[config.mk]
export PLATFORM = sky130hd
export DESIGN_NAME = us_replicate
export DESIGN_NICKNAME = d
export VERILOG_FILES = /design/src/rtl/us_replicate.sv
export SDC_FILE = /design/constraint.sdc
export NUM_CORES = 1
export LEC_CHECK = 0
export BUFFER_PORTS_ARGS = -buffer_cell sky130_fd_sc_hd__buf_2
export CAP_MARGIN = 20
export CORE_ASPECT_RATIO = 1.4
export CORE_UTILIZATION = 60
export DETAILED_ROUTE_END_ITERATION = 10
export PLACE_DENSITY = 0.78
export SYNTH_ARGS = -nofsm -noshare
export SYNTH_HDL_FRONTEND = slang
export SYNTH_SLANG_ARGS = --single-unit
[constraint.sdc]
create_clock -name clk -period 3.8 [get_ports clk]
set_clock_uncertainty 0.1 [all_clocks]
set_input_delay 0.57 -clock clk [delete_from_list [all_inputs] [get_ports clk]]
set_output_delay 0.57 -clock clk [all_outputs]
set_load 0.01 [all_outputs]
[src/rtl/us_replicate.sv]
// 2x nearest-neighbour upscaler: sync/DE pixel stream in, valid/ready out.
// Two ping-pong line buffers; each line is read out twice, each pixel twice.
module us_replicate #(
  parameter int WIDTH = 10,
  parameter int HACT  = 10
) (
  input  logic             clk,
  input  logic             rstn,
  input  logic             i_vsync,
  input  logic             i_hsync,
  input  logic             i_de,
  input  logic [WIDTH-1:0] i_r_data,
  input  logic [WIDTH-1:0] i_g_data,
  input  logic [WIDTH-1:0] i_b_data,
  output logic             o_valid,
  input  logic             i_ready,
  output logic             o_sof,
  output logic             o_eol,
  output logic [WIDTH-1:0] o_r_data,
  output logic [WIDTH-1:0] o_g_data,
  output logic [WIDTH-1:0] o_b_data,
  output logic             o_overflow
);

  localparam int AW = $clog2(HACT);
  localparam int PW = $clog2(HACT + 1);
  localparam int BW = AW + 1;
  localparam int DW = 3 * WIDTH;
  localparam logic [PW-1:0] HMAX = PW'(HACT);
  localparam logic [PW:0]   ONE  = (PW+1)'(1);

  typedef enum logic [1:0] {
    S_IDLE, S_LINE0, S_LINE1
  } state_t;

  state_t        state_q;
  logic          vs_q, de_q;
  logic          wr_sel_q, rd_sel_q;
  logic [1:0]    full_q, sof_tag_q;
  logic [PW-1:0] len_q [2];
  logic [PW-1:0] wr_ptr_q;
  logic          drop_q, sof_arm_q, ovf_q;
  logic [BW-1:0] beat_q;
  logic [DW-1:0] lb_q [2][HACT];

  logic          unused_hs;
  logic          v_r, d_f, first;
  logic [PW-1:0] cur_len;
  logic [PW:0]   len2, beat_x;
  logic          last, xfer, rel;
  logic          wr_busy, accept, wr_en, commit;
  logic [DW-1:0] pix;

  assign unused_hs = i_hsync;

  assign v_r   = i_vsync & ~vs_q;
  assign d_f   = ~i_de & de_q;
  assign first = i_de & ~de_q;

  assign cur_len = len_q[rd_sel_q];
  assign len2    = {cur_len, 1'b0};
  assign beat_x  = (PW+1)'(beat_q);
  assign last    = (beat_x == len2 - ONE);
  assign xfer    = (state_q != S_IDLE) & i_ready;
  assign rel     = (state_q == S_LINE1) & xfer & last;

  // A buffer released on this very edge is already free for a new line.
  assign wr_busy = full_q[wr_sel_q] &
                   ~(rel & (rd_sel_q == wr_sel_q));
  assign accept  = first ? ~wr_busy : ~drop_q;
  assign wr_en   = i_de & accept & ~v_r &
                   (wr_ptr_q < HMAX);
  assign commit  = d_f & ~drop_q & ~v_r &
                   (wr_ptr_q != '0);

  always_ff @(posedge clk) begin
    if (wr_en)
      lb_q[wr_sel_q][wr_ptr_q[AW-1:0]] <=
        {i_r_data, i_g_data, i_b_data};
  end

  always_ff @(posedge clk or negedge rstn) begin
    if (!rstn) begin
      state_q   <= S_IDLE;
      vs_q      <= 1'b0;
      de_q      <= 1'b0;
      wr_sel_q  <= 1'b0;
      rd_sel_q  <= 1'b0;
      full_q    <= '0;
      sof_tag_q <= '0;
      len_q[0]  <= '0;
      len_q[1]  <= '0;
      wr_ptr_q  <= '0;
      drop_q    <= 1'b0;
      sof_arm_q <= 1'b0;
      ovf_q     <= 1'b0;
      beat_q    <= '0;
    end else begin
      vs_q <= i_vsync;
      de_q <= i_de;

      if (first & wr_busy)
        drop_q <= 1'b1;
      else if (d_f)
        drop_q <= 1'b0;

      if (v_r)
        ovf_q <= 1'b0;
      else if (first & wr_busy)
        ovf_q <= 1'b1;

      if (v_r | d_f)
        wr_ptr_q <= '0;
      else if (wr_en)
        wr_ptr_q <= wr_ptr_q + PW'(1);

      if (v_r)
        sof_arm_q <= 1'b1;
      else if (commit)
        sof_arm_q <= 1'b0;

      if (commit) begin
        full_q[wr_sel_q]    <= 1'b1;
        len_q[wr_sel_q]     <= wr_ptr_q;
        sof_tag_q[wr_sel_q] <= sof_arm_q;
        wr_sel_q            <= ~wr_sel_q;
      end

      unique case (state_q)
        S_IDLE: begin
          beat_q <= '0;
          if (full_q[rd_sel_q])
            state_q <= S_LINE0;
        end
        S_LINE0: begin
          if (xfer) begin
            if (last) begin
              state_q <= S_LINE1;
              beat_q  <= '0;
            end else begin
              beat_q <= beat_q + BW'(1);
            end
          end
        end
        S_LINE1: begin
          if (xfer) begin
            if (last) begin
              state_q          <= S_IDLE;
              beat_q           <= '0;
              full_q[rd_sel_q] <= 1'b0;
              rd_sel_q         <= ~rd_sel_q;
            end else begin
              beat_q <= beat_q + BW'(1);
            end
          end
        end
        default: state_q <= S_IDLE;
      endcase
    end
  end

  assign pix     = lb_q[rd_sel_q][beat_q[BW-1:1]];
  assign o_valid = (state_q != S_IDLE);
  assign o_sof   = (state_q == S_LINE0) &
                   (beat_q == '0) & sof_tag_q[rd_sel_q];
  assign o_eol   = o_valid & last;

  assign o_r_data = o_valid ? pix[DW-1:2*WIDTH]     : '0;
  assign o_g_data = o_valid ? pix[2*WIDTH-1:WIDTH]  : '0;
  assign o_b_data = o_valid ? pix[WIDTH-1:0]        : '0;

  assign o_overflow = ovf_q;

endmodule

# Yosys cells after proc, flatten, opt, wreduce, memory -nomap -nowiden
# Memory sizes are Yosys's and may differ from the RTL's.
# Cells that the tools add are included.
dict set report totals {
  regBits 30
  ramBits 600
  input_bits 36
  memories 1
}
# memory depth word_bits read_ports rd_clocked_by_memory_dff wr line_no
set mem_list {}
lappend mem_list {lb_q 2 300 1 0 1 44} ;# logic [DW-1:0] lb_q [2][HACT];
dict set report classes {
  addsub 3
  magnitude_cmp 11
  n_eq_ne 10
  n_mux 49
  bitwise_logic 35
  reduce_logical 17
}
# op n
set ops {}
lappend ops {{$mux W300} 1}
lappend ops {{$bmux W30 S4} 1}
lappend ops {{$demux W30 S4} 1}
lappend ops {{$mux W30} 3}
lappend ops {{$mux W10} 3}
lappend ops {{$mux W4} 6}
lappend ops {{$and A1 B1 Y1} 18}
lappend ops {{$mux W2} 9}
lappend ops {{$mux W1} 16}
lappend ops {{$reduce_bool A2 Y1} 6}
lappend ops {{$ge A5 B5 Y1 const B} 2}
lappend ops {{$mux W5} 2}
lappend ops {{$ne A2 B2 Y1 const B} 5}
lappend ops {{$not A4 Y5} 2}
lappend ops {{$pmux W5 S2} 1}
lappend ops {{$not A1 Y1} 9}
lappend ops {{$bwmux W8} 1}
lappend ops {{$pmux W2 S3} 1}
lappend ops {{$add A5 B1 Y5 const B} 1}
lappend ops {{$eq A5 B5 Y1} 1}
lappend ops {{$logic_not A5 Y1} 1}
lappend ops {{$lt A5 B1 Y1 const B} 1}
lappend ops {{$reduce_and A5 Y1} 1}
lappend ops {{$sub A5 B1 Y5 const B} 1}
lappend ops {{other kinds (24)} 32}

# Longest topological paths before layout
# Gate-level depths: netlist (run 1).
dict set report depth {
  depth_word 17
  depth_mapped 10
  mapped_depth_nobuf 8
}

# Least setup slack after synthesis (run 1)
# No wires, ideal clock.
dict set report synth_path {
  path_type {register to register}
  start {register rd_sel_q}
  end {memory lb_q[0][150] in the netlist's numbering (enable)}
  setup_time_ns 0.390
  t_arrival_ns 2.844
  t_required_ns 3.310
  setup_slack_ns 0.467
  stages_incl_launch_ff 11
  cell_sequence {dfrtp_1 buf_6 mux2i_4 ha_1 xor2_1 xnor2_1 nor4_2 a21oi_2 nor3_4 buf_6 and3_1}
}
dict set report synth_between {
  elab_chain_len 17
  word_cells_on_any_way 18
}
# element line_no
set synth_rtl {}
lappend synth_rtl {{start, declared} 38} ;# logic wr_sel_q, rd_sel_q;
lappend synth_rtl {{start signal, assigned} 151} ;# rd_sel_q <= ~rd_sel_q;
lappend synth_rtl {{$not A1 Y2 (implied by the code)} 60} ;# assign cur_len = len_q[rd_sel_q];
lappend synth_rtl {{$mux W4 (implied by the code) (3 in a row)} 60}
lappend synth_rtl {{$sub A5 B1 Y5} 63} ;# assign last = (beat_x == len2 - ONE);
lappend synth_rtl {{$eq A5 B5 Y1} 63}
lappend synth_rtl {{$and A1 B1 Y1} 65} ;# assign rel = (state_q == S_LINE1) & xfer & last;
lappend synth_rtl {{$and A1 B1 Y1 (*)} 69} ;# ~(rel & (rd_sel_q == wr_sel_q));
lappend synth_rtl {{$not A1 Y1 (*)} 69}
lappend synth_rtl {{$and A1 B1 Y1 (*)} 68} ;# assign wr_busy = full_q[wr_sel_q] &
lappend synth_rtl {{$not A1 Y1 (*)} 70} ;# assign accept = first ? ~wr_busy : ~drop_q;
lappend synth_rtl {{$mux W1 (*)} 70}
lappend synth_rtl {{$and A1 B1 Y1 (*) (3 in a row)} 71} ;# assign wr_en = i_de & accept & ~v_r &
lappend synth_rtl {{$mux W1 (*)} 77} ;# if (wr_en)
lappend synth_rtl {{$mux W300 (implied by the code) (*)} 78} ;# lb_q[wr_sel_q][wr_ptr_q[AW-1:0]] <=
lappend synth_rtl {{end, declared} 44}
# Every way passes the cells marked *; elsewhere a longest branch is shown, timed or not. The select of a mux whose other input is x is not followed.

# Worst setup path after layout (run 1)
dict set report layout_path {
  start {register rd_sel_q}
  end {output port o_r_data[2]}
}
dict set report layout_between {
  elab_chain_len 5
}
# element line_no
set layout_rtl {}
lappend layout_rtl {{$mem_v2 Z2 W300} -}
lappend layout_rtl {{$bmux W30 S4} 162} ;# assign pix = lb_q[rd_sel_q][beat_q[BW-1:1]];
lappend layout_rtl {{$mux W30 (implied by the code) (2 in a row)} 162}
lappend layout_rtl {{$mux W10} 168} ;# assign o_r_data = o_valid ? pix[DW-1:2*WIDTH] : '0;
lappend layout_rtl {{end, declared} 19} ;# output logic [WIDTH-1:0] o_r_data,
# No other way between the ends. The select of a mux whose other input is x is not followed.

==> results of run 1 <==
-- sequential cells by signal (all words and copies together) (netlist names), 2 cells and up --
signal and flops:
len_q 8, beat_q 5, lb_q 600, wr_ptr_q 4
full_q 2, state_q 2, sof_tag_q 2
-- worst max-delay path: stages (launching register included) --
cell and delay [ns]:
sky130_fd_sc_hd__dfrtp_4 0.46, sky130_fd_sc_hd__buf_16 0.19, sky130_fd_sc_hd__buf_12 0.12, sky130_fd_sc_hd__buf_16 0.19
sky130_fd_sc_hd__mux4_2 0.57, sky130_fd_sc_hd__mux4_2 0.47, sky130_fd_sc_hd__nand2_1 0.11, sky130_fd_sc_hd__a21oi_1 0.08
sky130_fd_sc_hd__buf_2 0.18
-- cells in the mapped netlist, types with 8 or more instances --
library cell | number | share of area
sky130_fd_sc_hd__a21oi_1 | 36 | 0.0073
sky130_fd_sc_hd__nand2_1 | 72 | 0.011
sky130_fd_sc_hd__mux4_2 | 180 | 0.16
sky130_fd_sc_hd__buf_2 | 18 | 0.0037
sky130_fd_sc_hd__and3_1 | 22 | 0.0056
sky130_fd_sc_hd__mux2_2 | 11 | 0.0050
sky130_fd_sc_hd__clkbuf_1 | 27 | 0.0041
sky130_fd_sc_hd__inv_1 | 12 | 0.0018
sky130_fd_sc_hd__edfxtp_1 | 600 | 0.73
sky130_fd_sc_hd__nor2_1 | 11 | 0.0017
sky130_fd_sc_hd__ha_1 | 10 | 0.0051
sky130_fd_sc_hd__nor3_1 | 8 | 0.0016
sky130_fd_sc_hd__dfrtp_1 | 30 | 0.031
-- cells by family (layout without fill, tap and decap cells) --
kind of cell               after synthesis  after routing  share of synthesized area
buffers and inverters                   71            243                     0.0133
and+or+nand+nor                        136            136                     0.0269
muxes                                  199            199                      0.174
xor gates and xnor gates                 9              9                    0.00321
DFF                                    630            630                      0.763
AOI/OAI and AO/OA                       60             60                     0.0145
adders and majority gates               10             10                    0.00509
-- where the power goes --
group          internal, mW  switching (mW)  leakage (nW)
clock                  3.28            2.44         0.881
combinational          1.08            1.40          2.39
sequential             7.85           0.139          5.78
total                  12.2            3.99          9.05
-- layer usage --
| metal | routed length (um) | vias up | share of wire |
|---|---|---|---|
| met3 | 4960 | 208 | 0.086 |
| met4 | 3240 | 2 | 0.056 |
| met2 | 30000 | 824 | 0.52 |
| met1 | 19900 | 6312 | 0.34 |
| met5 | 8 | - | 0.00014 |
| li1 | - | 4904 | - |
-- final cells by class --
class | instances | area (um2)
Sequential cell | 630 | 18800
Fill cell | 2325 | 12300
Multi-Input combinational cell | 414 | 5530
Clock buffer | 61 | 1380
Timing Repair Buffer | 135 | 1280
Tap cell | 534 | 668
Clock inverter | 34 | 432
Inverter | 13 | 48.8
-- repair_timing --
item | 4_1_cts | 5_1_grt
resized for setup | 4 | 0
hold buffers | 1 | 0
gates cloned | 4 | 0
hold endpoints to repair | 30 | 0
endpoints found under the setup margin | 22 | 16
setup buffers | 0 | 9
-- stage by stage --
| step | setup WS [ns] | utilization |
|---|---|---|
| floorplan | 0.467 | - |
| global placement | 0.345 | 0.645 |
| detailed placement | 0.344 | 0.645 |
| CTS | 0.00130 | 0.694 |
| global route | 0.0613 | 0.696 |
| finish | 0.138 | 0.696 |
-- how the worst min path moves through the flow --
stage	to	cells after the start	slack, ns	start
floorplan	beat_q[0]$_DFFE_PN0P_	0	0.17	rstn
global placement	o_overflow$_DFFE_PN0P_	2	0.38	o_overflow$_DFFE_PN0P_
detailed placement	sof_tag_q[1]$_DFFE_PN0P_	1	0.39	sof_tag_q[1]$_DFFE_PN0P_
CTS	vs_q$_DFF_PN0_	1	0.00009	i_vsync
global route	vs_q$_DFF_PN0_	1	0.002	i_vsync
finish	vs_q$_DFF_PN0_	1	0.01	i_vsync
==> tab_implementation.tex, run 1 <==
\begin{tabular}{lr}
\hline
Metric & Value \\
\hline
\multicolumn{2}{l}{\textbf{Logic synthesis}} \\
\quad Synth warn & 0 \\
\quad Nets in the synthesized netlist & 1161 \\
\quad Share of the yosys chip area belonging to registers & 0.763 \\
\quad Mean cell area of the mapped netlist & 22.1 um2 \\
\quad Post-synth EDFFs & 600 \\
\quad Netlist cell types & 47 \\
\quad Cell count after synthesis & 1115 \\
\quad Dominant synthesized flop cell & sky130\_fd\_sc\_hd\_\_edfxtp\_1 \\
\quad Post-synthesis cell area & 0.0246 mm2 \\
\quad Asr flop ratio synth & 0.0476 \\
\quad Number of flip-flops and latches in the synthesized netlist & 630 \\
\multicolumn{2}{l}{\textbf{STA}} \\
\quad Setup repair after global routing missed its margin & no \\
\quad Aggregate negative setup slack & 0 ns \\
\quad Portion of the clock cycle consumed by the worst path in the final layout & 0.964 \\
\quad Worst hold slack & 0.0140 ns \\
\quad Final setup vio count & 0 \\
\quad Minimum period implied by the final worst setup slack & 3.66 ns \\
\quad Max transition margin & 0.517 \\
\quad Transition time at the pin with the least slew margin & 0.725 ns \\
\quad Achievable Freq & 0.273 GHz \\
\quad Final Hold Fails & 0 \\
\quad Fin. max-slew vios & 0 \\
\multicolumn{2}{l}{\textbf{Global routing}} \\
\quad Global routing's busiest layer & met2 \\
\quad Combined global-route utilization of all metal layers & 0.287 \\
\quad Grt met2 use & 0.486 \\
\quad First-pass GRT wire length & 85000 um \\
\quad GR Overflow Total & 0 \\
\quad Initial antenna violation count & 1 \\
\quad Met3 usage in global routing & 0.0442 \\
\quad Number of global-route vias before repair & 12800 \\
\quad Largest net degree at the start of global routing & 84 \\
\quad Met1 layer usage reported by global route & 0.360 \\
\multicolumn{2}{l}{\textbf{Place}} \\
\quad RD Place Congestion & 0.762 \\
\quad DP Wirelength & 27500 um \\
\quad Port Buffer Count & 68 \\
\quad Dpl cells & 1712 \\
\quad Placed inst area & 0.0260 mm2 \\
\multicolumn{2}{l}{\textbf{Critical path}} \\
\quad Largest fanout on the critical path & 22 \\
\quad R2R setup slack & 0.38 ns \\
\quad Reg2Reg Launch Point & rd\_sel\_q\$\_DFFE\_PN0P\_ \\
\quad Worst Setup EP & o\_r\_data[2] \\
\quad Endpoint of the worst-slack reg-to-reg timing path & lb\_q[0][1]\$\_DFFE\_PP\_ \\
\quad Crit end category & output pin \\
\quad Cells on worst reg2reg path & 11 \\
\quad Worst endpoint required time & 3.13 ns \\
\quad Signal arrival time at the worst endpoint & 2.99 ns \\
\quad Class of the most critical setup path & reg -> out \\
\quad CP startpoint & rd\_sel\_q\$\_DFFE\_PN0P\_ \\
\quad Critical path startpoint category & flop \\
\multicolumn{2}{l}{\textbf{Clocking}} \\
\quad Num CTS Buffers & 53 \\
\quad Clock-pin slew on the worst setup and hold paths & 0.06 ns \\
\quad TritonCTS clock tree & done \\
\quad Clock insertion delay at the later pin of the skew report & 0.59 ns \\
\quad Root cell of the clock tree & sky130\_fd\_sc\_hd\_\_clkbuf\_16 \\
\quad Buffer depth of the longest clock path & 3 \\
\quad Number of clock sinks seen by CTS & 630 \\
\quad H-tree lvl count & 2 \\
\multicolumn{2}{l}{\textbf{Cells and area}} \\
\quad Most common cell after layout, fill and taps aside & sky130\_fd\_sc\_hd\_\_edfxtp\_1 \\
\quad Number of inserted diodes & 0 \\
\quad Count of placed standard cells in the final layout, fillers left out & 1821 \\
\quad Layout cells sized above 1 & 0.337 \\
\quad Summed area of non-filler cells in the final layout & 0.0281 mm2 \\
\quad Layout net count & 1293 \\
\quad Most frequent cells in the layout & sky130\_fd\_sc\_hd\_\_edfxtp\_1, sky130\_fd\_sc\_hd\_\_mux4\_2, sky130\_fd\_sc\_hd\_\_nand2\_1 \\
\quad Area Overhead vs Synth & 14.3\% \\
\multicolumn{2}{l}{\textbf{Floorplanning}} \\
\quad Die height & 242 um \\
\quad Width of the die & 173 um \\
\quad Full die area & 0.0418 mm2 \\
\quad Core Rows & 87 \\
\quad Count of boundary I/O pins & 70 \\
\quad Core Region & 0.0404 mm2 \\
\quad Initial Util & 0.609 \\
\multicolumn{2}{l}{\textbf{Power and ir drop}} \\
\quad Design Power & 16.2 mW \\
\quad P per Cell Area & 576 mW/mm2 \\
\quad Peak supply drop & 0.000366 V \\
\quad Static leakage & 9.05 nW \\
\multicolumn{2}{l}{\textbf{Routing}} \\
\quad Post-DR wirelength/cell & 31.9 um \\
\quad Total number of vias & 12300 \\
\quad Avg Vias per Cell & 6.73 \\
\quad Final WL & 58000 um \\
\quad Detailed-routing iteration count for the pre-antenna-repair pass & 5 \\
\quad Count of routing violations after the opening detailed-route iteration & 1614 \\
\quad Number of routed nets with antenna violations & 0 \\
\quad Remaining DRCs & 0 \\
\multicolumn{2}{l}{\textbf{Status}} \\
\quad Run status & finished clean \\
\multicolumn{2}{l}{\textbf{Flow run}} \\
\quad Number of maximum-capacitance violations & 0 \\
\multicolumn{2}{l}{\textbf{Worst hold path}} \\
\quad Hold Crit Class & in -> reg \\
\hline
\end{tabular}
Note: power is estimated with default switching activity, not from simulation.
==> run 2, diff against run 1 <==
- PLACE_DENSITY: 0.78 -> 0.82
==> tab_implementation.tex, run 2 (same netlist as run 1, synthesis figures left out) <==
\begin{tabular}{lr}
\hline
Metric & Value \\
\hline
\multicolumn{2}{l}{\textbf{Status}} \\
\quad Run status & finished clean (unchanged) \\
\multicolumn{2}{l}{\textbf{STA}} \\
\quad Transition time at the pin with the least slew margin & 0.793 ns (was 0.725 ns) \\
\quad Fin. max-slew vios & 0 (unchanged) \\
\quad Worst hold slack & 0.0178 ns (was 0.0140 ns) \\
\quad Minimum period implied by the final worst setup slack & 3.76 ns (was 3.66 ns) \\
\quad Achievable Freq & 0.266 GHz (was 0.273 GHz) \\
\quad Max transition margin & 0.471 (was 0.517) \\
\quad Portion of the clock cycle consumed by the worst path in the final layout & 0.989 (was 0.964) \\
\quad Final Hold Fails & 0 (unchanged) \\
\quad Final setup vio count & 0 (unchanged) \\
\multicolumn{2}{l}{\textbf{Place}} \\
\quad RD Place Congestion & 0.788 (was 0.762) \\
\quad Port Buffer Count & 68 (unchanged) \\
\quad DP Wirelength & 29500 um (was 27500 um) \\
\multicolumn{2}{l}{\textbf{Floorplanning}} \\
\quad Full die area & 0.0418 mm2 (unchanged) \\
\quad Count of boundary I/O pins & 70 (unchanged) \\
\quad Initial Util & 0.609 (unchanged) \\
\quad Core Rows & 87 (unchanged) \\
\quad Die height & 242 um (unchanged) \\
\quad Width of the die & 173 um (unchanged) \\
\quad Core Region & 0.0404 mm2 (unchanged) \\
\multicolumn{2}{l}{\textbf{Routing}} \\
\quad Total number of vias & 12400 (was 12300) \\
\quad Post-DR wirelength/cell & 32.8 um (was 31.9 um) \\
\quad Avg Vias per Cell & 6.82 (was 6.73) \\
\quad Final WL & 59800 um (was 58000 um) \\
\quad Count of routing violations after the opening detailed-route iteration & 1617 (was 1614) \\
\quad Remaining DRCs & 0 (unchanged) \\
\quad Detailed-routing iteration count for the pre-antenna-repair pass & 5 (unchanged) \\
\quad Number of routed nets with antenna violations & 0 (unchanged) \\
\multicolumn{2}{l}{\textbf{Critical path}} \\
\quad Worst endpoint required time & 3.13 ns (about the same) \\
\quad R2R setup slack & 0.12 ns (was 0.38 ns) \\
\quad Reg2Reg Launch Point & rd\_sel\_q\$\_DFFE\_PN0P\_ (unchanged) \\
\quad Class of the most critical setup path & reg -> out (unchanged) \\
\quad Largest fanout on the critical path & 21 (was 22) \\
\quad Critical path startpoint category & flop (unchanged) \\
\quad Cells on worst reg2reg path & 9 (was 11) \\
\quad Endpoint of the worst-slack reg-to-reg timing path & lb\_q[1][180]\$\_DFFE\_PP\_ (was lb\_q[0][1]\$\_DFFE\_PP\_) \\
\quad Crit end category & output pin (unchanged) \\
\quad Signal arrival time at the worst endpoint & 3.09 ns (was 2.99 ns) \\
\multicolumn{2}{l}{\textbf{Clocking}} \\
\quad Number of clock sinks seen by CTS & 630 (unchanged) \\
\quad Clock-pin slew on the worst setup and hold paths & 0.06 ns (about the same) \\
\quad Buffer depth of the longest clock path & 3 (unchanged) \\
\quad Root cell of the clock tree & sky130\_fd\_sc\_hd\_\_clkbuf\_16 (unchanged) \\
\quad H-tree lvl count & 2 (unchanged) \\
\quad Num CTS Buffers & 54 (was 53) \\
\quad Clock insertion delay at the later pin of the skew report & 0.59 ns (about the same) \\
\quad TritonCTS clock tree & done (unchanged) \\
\multicolumn{2}{l}{\textbf{Cells and area}} \\
\quad Layout net count & 1291 (was 1293) \\
\quad Layout cells sized above 1 & 0.334 (was 0.337) \\
\quad Max reg flops & 600 (unchanged) \\
\quad Most common cell after layout, fill and taps aside & sky130\_fd\_sc\_hd\_\_edfxtp\_1 (unchanged) \\
\quad Most frequent cells in the layout & sky130\_fd\_sc\_hd\_\_edfxtp\_1, sky130\_fd\_sc\_hd\_\_mux4\_2, sky130\_fd\_sc\_hd\_\_nand2\_1 (unchanged) \\
\quad Area Overhead vs Synth & 13.0\% (was 14.3\%) \\
\quad Fillers & 2311 (was 2325) \\
\multicolumn{2}{l}{\textbf{Global routing}} \\
\quad GR Overflow Total & 0 (unchanged) \\
\quad Met3 usage in global routing & 0.0533 (was 0.0442) \\
\quad Global routing's busiest layer & met2 (unchanged) \\
\quad Initial antenna violation count & 1 (unchanged) \\
\quad Grt met2 use & 0.499 (was 0.486) \\
\quad First-pass GRT wire length & 87500 um (was 85000 um) \\
\quad Combined global-route utilization of all metal layers & 0.294 (was 0.287) \\
\quad Largest net degree at the start of global routing & 118 (was 84) \\
\quad Met1 layer usage reported by global route & 0.370 (was 0.360) \\
\quad Number of global-route vias before repair & 13200 (was 12800) \\
\multicolumn{2}{l}{\textbf{Worst hold path}} \\
\quad Hold Crit Class & in -> reg (unchanged) \\
\quad Hold path depth & 1 (unchanged) \\
\quad Start point of the worst min-delay path & i\_vsync (unchanged) \\
\quad Endpoint of the worst hold path & vs\_q\$\_DFF\_PN0\_ (unchanged) \\
\multicolumn{2}{l}{\textbf{Power and ir drop}} \\
\quad Static leakage & 8.93 nW (was 9.05 nW) \\
\quad Design Power & 15.8 mW (was 16.2 mW) \\
\quad P per Cell Area & 568 mW/mm2 (was 576 mW/mm2) \\
\quad Peak supply drop & 0.000348 V (was 0.000366 V) \\
\multicolumn{2}{l}{\textbf{Flow run}} \\
\quad Number of maximum-capacitance violations & 0 (unchanged) \\
\hline
\end{tabular}
## run 2: repair_timing
item                       CTS  global route
pin swaps                    0             1
hold buffers                 1             0
cloned                       3             3
setup endpoints to repair   25            28
hold endpoints to repair    30             0
gates resized for setup      7             1
setup buffers                0             4
## run 2: metrics by stage
| stage | setup WS (ns) | TNS (ns) | std cells | util | cell area (um2) |
|---|---|---|---|---|---|
| after floorplan | 0.467 | 0 | 1115 | - | 24600 |
| after global placement | 0.339 | 0 | 1712 | 0.641 | 25900 |
| after detailed placement | 0.182 | 0 | 1712 | 0.641 | 25900 |
| after CTS | -0.0409 | -0.101 | 1813 | 0.685 | 27700 |
| after global routing | -0.00734 | -0.00734 | 1821 | 0.688 | 27800 |
| final | 0.0409 | 0 | 1821 | 0.688 | 27800 |
## run 2: area by class of cell
type                       instances  area [um2]  share of cell area
antenna                            1        2.50           0.0000900
clock buffer                      65        1410              0.0509
clock inverter                    32         236             0.00851
inverter                          13        48.8             0.00176
multi-input combinational        414        5530               0.199
sequential                       630       18800               0.676
tap                              534         668              0.0240
timing repair buffer             132        1120              0.0402
## run 2: worst max-delay path, stage by stage (launching register included)
cell	delay, ns
sky130_fd_sc_hd__dfrtp_4	0.53
sky130_fd_sc_hd__buf_16	0.24
sky130_fd_sc_hd__buf_16	0.24
sky130_fd_sc_hd__mux4_2	0.61
sky130_fd_sc_hd__mux4_2	0.50
sky130_fd_sc_hd__nand2_2	0.11
sky130_fd_sc_hd__a21oi_1	0.07
sky130_fd_sc_hd__buf_2	0.18
## run 2: how the worst max path moves through the flow
stage	from	end	cells after the start
floorplan	rd_sel_q$_DFFE_PN0P_	lb_q[0][150]$_DFFE_PP_	10
global placement	rd_sel_q$_DFFE_PN0P_	o_b_data[1]	7
detailed placement	rd_sel_q$_DFFE_PN0P_	lb_q[1][182]$_DFFE_PP_	8
CTS	rd_sel_q$_DFFE_PN0P_	o_g_data[9]	7
global route	rd_sel_q$_DFFE_PN0P_	o_r_data[2]	7
finish	rd_sel_q$_DFFE_PN0P_	o_r_data[2]	7
## run 2: routing by layer
| layer | wire length [um] | part of all wire | vias up |
|---|---|---|---|
| met2 | 31300 | 0.52 | 929 |
| li1 | - | - | 4914 |
| met1 | 19800 | 0.33 | 6384 |
| met4 | 2750 | 0.046 | 0 |
| met5 | 0 | 0 | - |
| met3 | 5890 | 0.099 | 192 |
## run 2: power by group
group,switching [mW],total (mW),internal (mW)
Combinational,1.44,2.49,1.05
Sequential,0.152,8.01,7.85
Clock,2.43,5.28,2.85
Total,4.02,15.8,11.8
